--- config.mk ---
export PLATFORM = sky130hd
export DESIGN_NAME = dynamic_branch_predictor
export DESIGN_NICKNAME = d
export VERILOG_FILES = /design/src/rtl/dynamic_branch_predictor.sv
export SDC_FILE = /design/constraint.sdc
export NUM_CORES = 1
export LEC_CHECK = 0
export BUFFER_PORTS_ARGS = -buffer_cell sky130_fd_sc_hd__buf_4
export CELL_PAD_IN_SITES_DETAIL_PLACEMENT = 1
export CELL_PAD_IN_SITES_GLOBAL_PLACEMENT = 2
export CORE_MARGIN = 2
export CORE_UTILIZATION = 36
export CTS_CLUSTER_DIAMETER = 120
export CTS_CLUSTER_SIZE = 14
export DETAILED_ROUTE_END_ITERATION = 8
export GPL_TIMING_DRIVEN = 0
export HOLD_SLACK_MARGIN = 0.06
export PLACE_DENSITY_LB_ADDON = 0.1
export SYNTH_ARGS = -nofsm -noshare
export SYNTH_HDL_FRONTEND = slang
export SYNTH_SLANG_ARGS = --single-unit
--- constraint.sdc ---
create_clock -name clk -period 6.45 [get_ports clk]
set_input_delay 0.3225 -clock clk [delete_from_list [all_inputs] [get_ports clk]]
set_output_delay 0.3225 -clock clk [all_outputs]
set_load 0.01 [all_outputs]
--- src/rtl/dynamic_branch_predictor.sv ---
// Fetch-stage branch predictor: 2-bit saturating BHT plus tagged BTB, direct-mapped, trained from decode.
// Optional macro BP_WRITE_BYPASS_EN forwards a same-cycle update to the lookup outputs.
module dynamic_branch_predictor #(
  parameter int IDX_W = 3,
  parameter int TAG_W = 16 - IDX_W - 1
) (
  input  logic        clk,
  input  logic        rst,
  input  logic [15:0] PC_curr,
  input  logic [15:0] IF_ID_PC_curr,
  input  logic        wen_BHT,
  input  logic        actual_taken,
  input  logic        wen_BTB,
  input  logic [15:0] actual_target,
  output logic [1:0]  prediction,
  output logic        predicted_taken,
  output logic [15:0] predicted_target,
  output logic        hit
);

  localparam int DEPTH = 1 << IDX_W;

  logic             valid_q [DEPTH];
  logic [TAG_W-1:0] tag_q   [DEPTH];
  logic [1:0]       cnt_q   [DEPTH];
  logic [15:0]      tgt_q   [DEPTH];

  logic             valid_d [DEPTH];
  logic [TAG_W-1:0] tag_d   [DEPTH];
  logic [1:0]       cnt_d   [DEPTH];
  logic [15:0]      tgt_d   [DEPTH];

  logic [IDX_W-1:0] lk_idx_s;
  logic [TAG_W-1:0] lk_tag_s;
  logic [IDX_W-1:0] up_idx_s;
  logic [TAG_W-1:0] up_tag_s;
  logic             u_hit_s;
  logic             up_en_s;
  logic             unused_s;

  logic             new_valid_s;
  logic [TAG_W-1:0] new_tag_s;
  logic [1:0]       new_cnt_s;
  logic [15:0]      new_tgt_s;

  logic             rd_valid_s;
  logic [TAG_W-1:0] rd_tag_s;
  logic [1:0]       rd_cnt_s;
  logic [15:0]      rd_tgt_s;
  logic             rd_hit_s;

  // PC[0] never participates: instructions are halfword aligned.
  assign unused_s = ^{PC_curr[0], IF_ID_PC_curr[0]};

  assign lk_idx_s = PC_curr[IDX_W:1];
  assign lk_tag_s = PC_curr[15:IDX_W+1];
  assign up_idx_s = IF_ID_PC_curr[IDX_W:1];
  assign up_tag_s = IF_ID_PC_curr[15:IDX_W+1];
  assign u_hit_s  = valid_q[up_idx_s] && (tag_q[up_idx_s] == up_tag_s);
  assign up_en_s  = wen_BHT || wen_BTB;

  // Post-update contents of the entry addressed by the decode-stage branch
  always_comb begin
    new_valid_s = valid_q[up_idx_s];
    new_tag_s   = tag_q[up_idx_s];
    new_cnt_s   = cnt_q[up_idx_s];
    new_tgt_s   = tgt_q[up_idx_s];
    if (wen_BHT) begin
      if (u_hit_s) begin
        if (actual_taken) begin
          new_cnt_s = (cnt_q[up_idx_s] == 2'b11) ? 2'b11 : cnt_q[up_idx_s] + 2'b01;
        end else begin
          new_cnt_s = (cnt_q[up_idx_s] == 2'b00) ? 2'b00 : cnt_q[up_idx_s] - 2'b01;
        end
      end else begin
        new_valid_s = 1'b1;
        new_tag_s   = up_tag_s;
        new_cnt_s   = actual_taken ? 2'b10 : 2'b01;
      end
    end else if (wen_BTB && !u_hit_s) begin
      // A target write implies a taken branch, so a fresh entry starts weakly taken.
      new_valid_s = 1'b1;
      new_tag_s   = up_tag_s;
      new_cnt_s   = 2'b10;
    end else begin
      new_valid_s = valid_q[up_idx_s];
    end
    if (wen_BTB) begin
      new_tgt_s = actual_target;
    end else begin
      new_tgt_s = tgt_q[up_idx_s];
    end
  end

  // Table next-state: only entry up_idx_s can change in a cycle
  always_comb begin
    valid_d = valid_q;
    tag_d   = tag_q;
    cnt_d   = cnt_q;
    tgt_d   = tgt_q;
    if (up_en_s) begin
      valid_d[up_idx_s] = new_valid_s;
      tag_d[up_idx_s]   = new_tag_s;
      cnt_d[up_idx_s]   = new_cnt_s;
      tgt_d[up_idx_s]   = new_tgt_s;
    end else begin
      valid_d[up_idx_s] = valid_q[up_idx_s];
    end
  end

  // Table storage, cleared asynchronously to weakly-not-taken invalid entries
  always_ff @(posedge clk or posedge rst) begin
    if (rst) begin
      for (int k = 0; k < DEPTH; k++) begin
        valid_q[k] <= 1'b0;
        tag_q[k]   <= '0;
        cnt_q[k]   <= 2'b01;
        tgt_q[k]   <= 16'h0000;
      end
    end else begin
      valid_q <= valid_d;
      tag_q   <= tag_d;
      cnt_q   <= cnt_d;
      tgt_q   <= tgt_d;
    end
  end

  // Lookup read port, optionally forwarding a colliding same-cycle update
  always_comb begin
    rd_valid_s = valid_q[lk_idx_s];
    rd_tag_s   = tag_q[lk_idx_s];
    rd_cnt_s   = cnt_q[lk_idx_s];
    rd_tgt_s   = tgt_q[lk_idx_s];
`ifdef BP_WRITE_BYPASS_EN
    if (up_en_s && (up_idx_s == lk_idx_s) && (up_tag_s == lk_tag_s)) begin
      rd_valid_s = new_valid_s;
      rd_tag_s   = new_tag_s;
      rd_cnt_s   = new_cnt_s;
      rd_tgt_s   = new_tgt_s;
    end else begin
      rd_valid_s = valid_q[lk_idx_s];
    end
`endif
  end

  assign rd_hit_s         = rd_valid_s && (rd_tag_s == lk_tag_s);
  assign hit              = rd_hit_s;
  assign prediction       = rd_hit_s ? rd_cnt_s : 2'b00;
  assign predicted_taken  = rd_hit_s && rd_cnt_s[1];
  assign predicted_target = rd_hit_s ? rd_tgt_s : 16'h0000;

endmodule

-- Word level (Yosys, flattened, before mapping)
Index checks and enable logic that the tools add are counted.
- register bits after elaboration: 248
- input bits: 53
- output and inout bits: 20
- word-level logic and storage cells: 104
- add/subtract/negate cells: 2
- magnitude comparators: 3
- eq/ne operators: 3
- muxes and demuxes: 54
- bitwise operators: 2
- reductions and logical operators: 8
- operator list (kind ; count):
    128-bit bitwise mux ; 1
    16-bit 2-to-1 mux ; 7
    16-bit binary-select mux with 3-bit select ; 2
    96-bit bitwise mux ; 1
    12-bit 2-to-1 mux ; 8
    12-bit binary-select mux with 3-bit select ; 2
    16-bit demux with 3-bit select ; 1
    12-bit demux with 3-bit select ; 1
    2-bit 2-to-1 mux ; 13
    12-bit equality test ; 2
    16-bit bitwise mux ; 1
    8-bit bitwise mux ; 2
    2-bit binary-select mux with 3-bit select ; 2
    4-bit greater-or-equal comparator (second input constant) ; 2
    1-bit 2-to-1 mux ; 8
    8-bit 2-to-1 mux ; 1
    3-bit NOT with 4-bit output ; 2
    1-bit binary-select mux with 3-bit select ; 2
    2-bit demux with 3-bit select ; 1
    1-bit logical AND ; 5
    4-bit by 1-bit < comparator with 1-bit output (second input constant) ; 1
    1-bit demux with 3-bit select ; 1
    2-bit by 1-bit adder with 2-bit output (second input constant) ; 1
    2-bit equality test (second input constant) ; 1
    other kinds (4) ; 4

-- Logic depth before layout (Yosys ltp)
- word-level depth: 12
- gate-level depth with buffers: 13
- mapped depth without buffers: 8

-- Least setup slack after synthesis
No wires, ideal clock.
- kind: input to output
- from: input port PC_curr[1]
- to: output port predicted_target[10]
- data arrival time: 2887 ps
- required time: 6128 ps
- slack: 3241 ps
- stages: 9
- path buffers: 3
- cell sequence: buf_2 buf_1 mux4_2 mux2i_1 xnor2_1 nor4_1 nand4_1 clkbuf_1 nor2_1
- cells in the longest elaborated chain, start to end: 7
- elaborated cells between the ends (all ways): 13
- ends and longest elaborated chain (element ; RTL line ; text):
    from (decl) ; 9 ; input logic [15:0] PC_curr,
    3-bit NOT with 4-bit output (not written as such) * ; 130, 131, 133 ;
    12-bit binary-select mux with 3-bit select ; 131 ; rd_tag_s = tag_q[lk_idx_s];
    12-bit 2-to-1 mux (not written as such) (2 in series) ; 131 ;
    12-bit equality test ; 146 ; assign rd_hit_s = rd_valid_s && (rd_tag_s == lk_tag_s);
    1-bit logical AND ; 146 ;
    16-bit 2-to-1 mux * ; 150 ; assign predicted_target = rd_hit_s ? rd_tgt_s : 16'h0000;
    to (decl) ; 17 ; output logic [15:0] predicted_target,
Mark *: on every way between the ends. The rest lies on a longest branch, timed or not. The select of a mux whose other input is x is not followed.

-- Worst setup path after layout
- from: input port PC_curr[2]
- to: output port predicted_target[14]
The elaborated chain is that of the path after synthesis.

==> out/results.tsv <==
metric	value	unit
outcome	completed	
Post CTS Setup Buffer Count	0	
Sum Neg Setup Slack	0	ps
Routed Antenna Nets	0	
portion of netlist area occupied by mux cells	24.1	%
die span in y	199	microns
Max Cap Violations	0	
combinational family with the most area after synthesis	multiplexers	
CP Capture Type	output pin	
die area	0.0396	sq mm
final hold violation count	0	
Clk Tree Root Cell	clkbuf_16	
P&R area growth vs syn	13.1	%
CP startpoint kind	primary input	
Total Routed Length	53600	microns
I/O pin cnt	73	
gr usage total	27.9	%
Yosys cell types	61	
leak pwr	7.03	nW
diode count	0	
DRC Markers	0	
initial DRC count	543	
worst-case clock buffer depth	3	
CTS H-tree lvls	1	
CTS tree	yes	
Core Area	0.0376	sq mm
Worst Max-Slew Pin Slew	1340	ps
Adder-Cell Fraction of Synth Area	0	%
Crit Path Class	primary input to output pin	
period utilisation layout	84.0	%
final worst setup slack	1030	ps
Synth Flop Type	dfrtp_1	
post-synthesis compound-gate area fraction	8.19	%
worst skew pair latency	540	ps
Post-Syn Area	0.0137	sq mm
critical path data arrival time	5090	ps
Post-Synth Simple-Gate Area	17.6	%
cts hold-fix bufs	1	
number of synthesized flops with an enable pin	0	
first-pass GRT wire length	79400	microns
FF-to-FF setup slack	3140	ps
Max Fclk	185	MHz
Port Buffer Count	53	
vias per cell	5.55	
pwr/cell area	295	mW/mm^2
Peak VDD IR	0.173	mV
minimum clock period	5420	ps
pin count of the biggest net entering global routing	40	
drt first pass iters	5	
Setup WS pre-CTS	953	ps
Seq/Total Area, Yosys	45.4	%
Die Wd	199	microns
Initial Utilization	36.4	%
Mapped Cells	1388	
post-cts resize count	0	
Final setup viols	0	
routability cong.	0.843	
share of cells above drive strength 1	18.4	%
Ys Warns	0	
Clock Sinks	248	
skew final	31.2	ps
ys async rst share	100	%
max-slew violations	0	
clk slew on worst S/H paths	70	ps
Post-DP HPWL	36600	microns
final net count	1526	
cts bufs inserted	21	
initial antenna violation count	1	
crit path max fanout	10	
Post-Layout Cell Count	1990	
unrepaired setup endpoints after global routing	false	
vias in the first global route	11700	
grt ovf	0	
syn nets	1441	
Syn Area/Cell	9.86	sq um
WL per Instance	27.0	microns
worst endpoint required time	6130	ps
Seq cells post-synth	248	
Rows	71	
Via Count	11000	
# placed instances	1959	
XOR/XNOR share of the synthesized area	1.22	%
worst relative slew slack	10.8	%
worst min path class	primary input to register	
-- flip-flops by register name (all words and copies together), names as in the netlist --
signal,count
tgt_q,128
cnt_q,16
valid_q,8
tag_q,96
-- path summary, 6_finish.rpt --
| path | end | start | depth (start not counted) |
|---|---|---|---|
| min | tag_q[18] | IF_ID_PC_curr[10] | 3 |
| min reg2reg | cnt_q[12] | cnt_q[12] | 2 |
| min in group asynchronous | tgt_q[112] | rst | 3 |
| max in group asynchronous | cnt_q[6] | rst | 5 |
| max | predicted_target[14] | PC_curr[2] | 10 |
| max reg2reg | cnt_q[14] | tag_q[51] | 8 |
-- logic make-up (layout without fill, tap and decap cells) --
kind of cell / Yosys count / after routing
simple gates: 611 / 611
flops: 248 / 248
mux: 221 / 221
compound gates: 173 / 173
buf+inv: 116 / 207
xor+xnor: 19 / 19
-- placed cells by master, fill, tap and decap left out, types with 3 or more instances in the layout --
| cell type | instances |
|---|---|
| buf_4 | 56 |
| mux2_1 | 3 |
| mux2_2 | 71 |
| buf_1 | 8 |
| nor3_1 | 6 |
| nor2_1 | 53 |
| clkbuf_1 | 81 |
| a21oi_1 | 34 |
| clkbuf_16 | 21 |
| xnor2_1 | 17 |
| and2_1 | 4 |
| dfstp_2 | 8 |
| o22ai_1 | 6 |
| a221oi_1 | 14 |
| mux4_2 | 80 |
| o21ai_0 | 48 |
| mux2i_1 | 67 |
| buf_2 | 16 |
| nand3b_1 | 4 |
| inv_1 | 10 |
| a22oi_1 | 18 |
| a31oi_1 | 5 |
| nor4_1 | 4 |
| nand3_1 | 5 |
| buf_12 | 7 |
| a211oi_1 | 9 |
| nor2b_1 | 4 |
| o221ai_1 | 5 |
| nand2_1 | 515 |
| o21ai_1 | 8 |
| o21a_1 | 3 |
| dfrtp_1 | 240 |
| nand4_1 | 4 |
-- area by class of cell --
class | instances | area [sq um]
Tap cell | 511 | 639
Clock inverter | 2 | 38.8
Clock buffer | 27 | 548
Multi-Input combinational cell | 1024 | 7000
Timing Repair Buffer | 62 | 561
Inverter | 13 | 52.6
Sequential cell | 248 | 6220
Fill cell | 4264 | 22100
Buffer | 103 | 425
-- power by group --
group          total, W  switching [W]  internal [W]
Sequential      0.00217       0.000269       0.00190
Combinational   0.00115       0.000600      0.000550
Clock           0.00125       0.000615      0.000634
-- synthesized netlist by cell type (all sizes together) (2+ instances only) --
cell | count | share of area [%]
or2 | 2 | 0.091
a22oi | 18 | 0.99
o221ai | 5 | 0.32
dfrtp | 240 | 44
a31oi | 5 | 0.23
nand2b | 2 | 0.091
mux2i | 67 | 4.9
o22ai | 6 | 0.27
o21a | 3 | 0.16
nor3 | 6 | 0.22
nand3 | 5 | 0.18
a32oi | 2 | 0.13
o211ai | 2 | 0.11
nand2 | 515 | 14
nand4 | 4 | 0.18
clkbuf | 75 | 2.1
o31ai | 2 | 0.15
a21oi | 34 | 1.2
or3b | 2 | 0.13
a21bo | 2 | 0.15
nand3b | 4 | 0.22
nor2 | 53 | 1.5
inv | 13 | 0.36
a211oi | 9 | 0.49
xor2 | 2 | 0.13
buf | 28 | 1.1
nor4 | 4 | 0.18
a22o | 2 | 0.13
a221oi | 14 | 0.90
dfstp | 8 | 1.5
mux2 | 74 | 6.1
a21o | 2 | 0.11
or3 | 2 | 0.091
and3 | 2 | 0.091
and2 | 4 | 0.18
xnor2 | 17 | 1.1
o21ai | 56 | 2.0
mux4 | 80 | 13
nor2b | 4 | 0.18
-- worst max-delay path, stage by stage --
cell	delay, ps
clkbuf_1	390
clkbuf_1	730
clkbuf_1	880
mux4_2	390
nand3_1	80
o21ai_0	330
nand4_1	1120
clkbuf_1	510
nor2_1	170
buf_4	130
-- layer usage --
layer  wire length (microns)  global-route usage, %  vias to the layer above
met3                    2000                   2.90                       93
li1                        -                      -                     4985
met4                    1940                   9.59                        2
met2                   26100                   47.9                      267
met1                   23600                   36.8                     5698
met5                      13                      0                        -
-- per-stage QoR --
| stage | hold slack (ps) | power [W] | utilization, % | area, sq um |
|---|---|---|---|---|
| 2_1_floorplan | 449 | 0.00294 | - | 13700 |
| 3_3_place_gp | 461 | 0.00329 | 39.2 | 14700 |
| 3_5_place_dp | 392 | 0.00334 | 39.6 | 14900 |
| 4_1_cts | 159 | 0.00460 | 41.2 | 15500 |
| 5_1_grt | 213 | 0.00481 | 41.2 | 15500 |
| 6_report | 178 | 0.00457 | 41.2 | 15500 |
(Power assumes the default switching activity.)
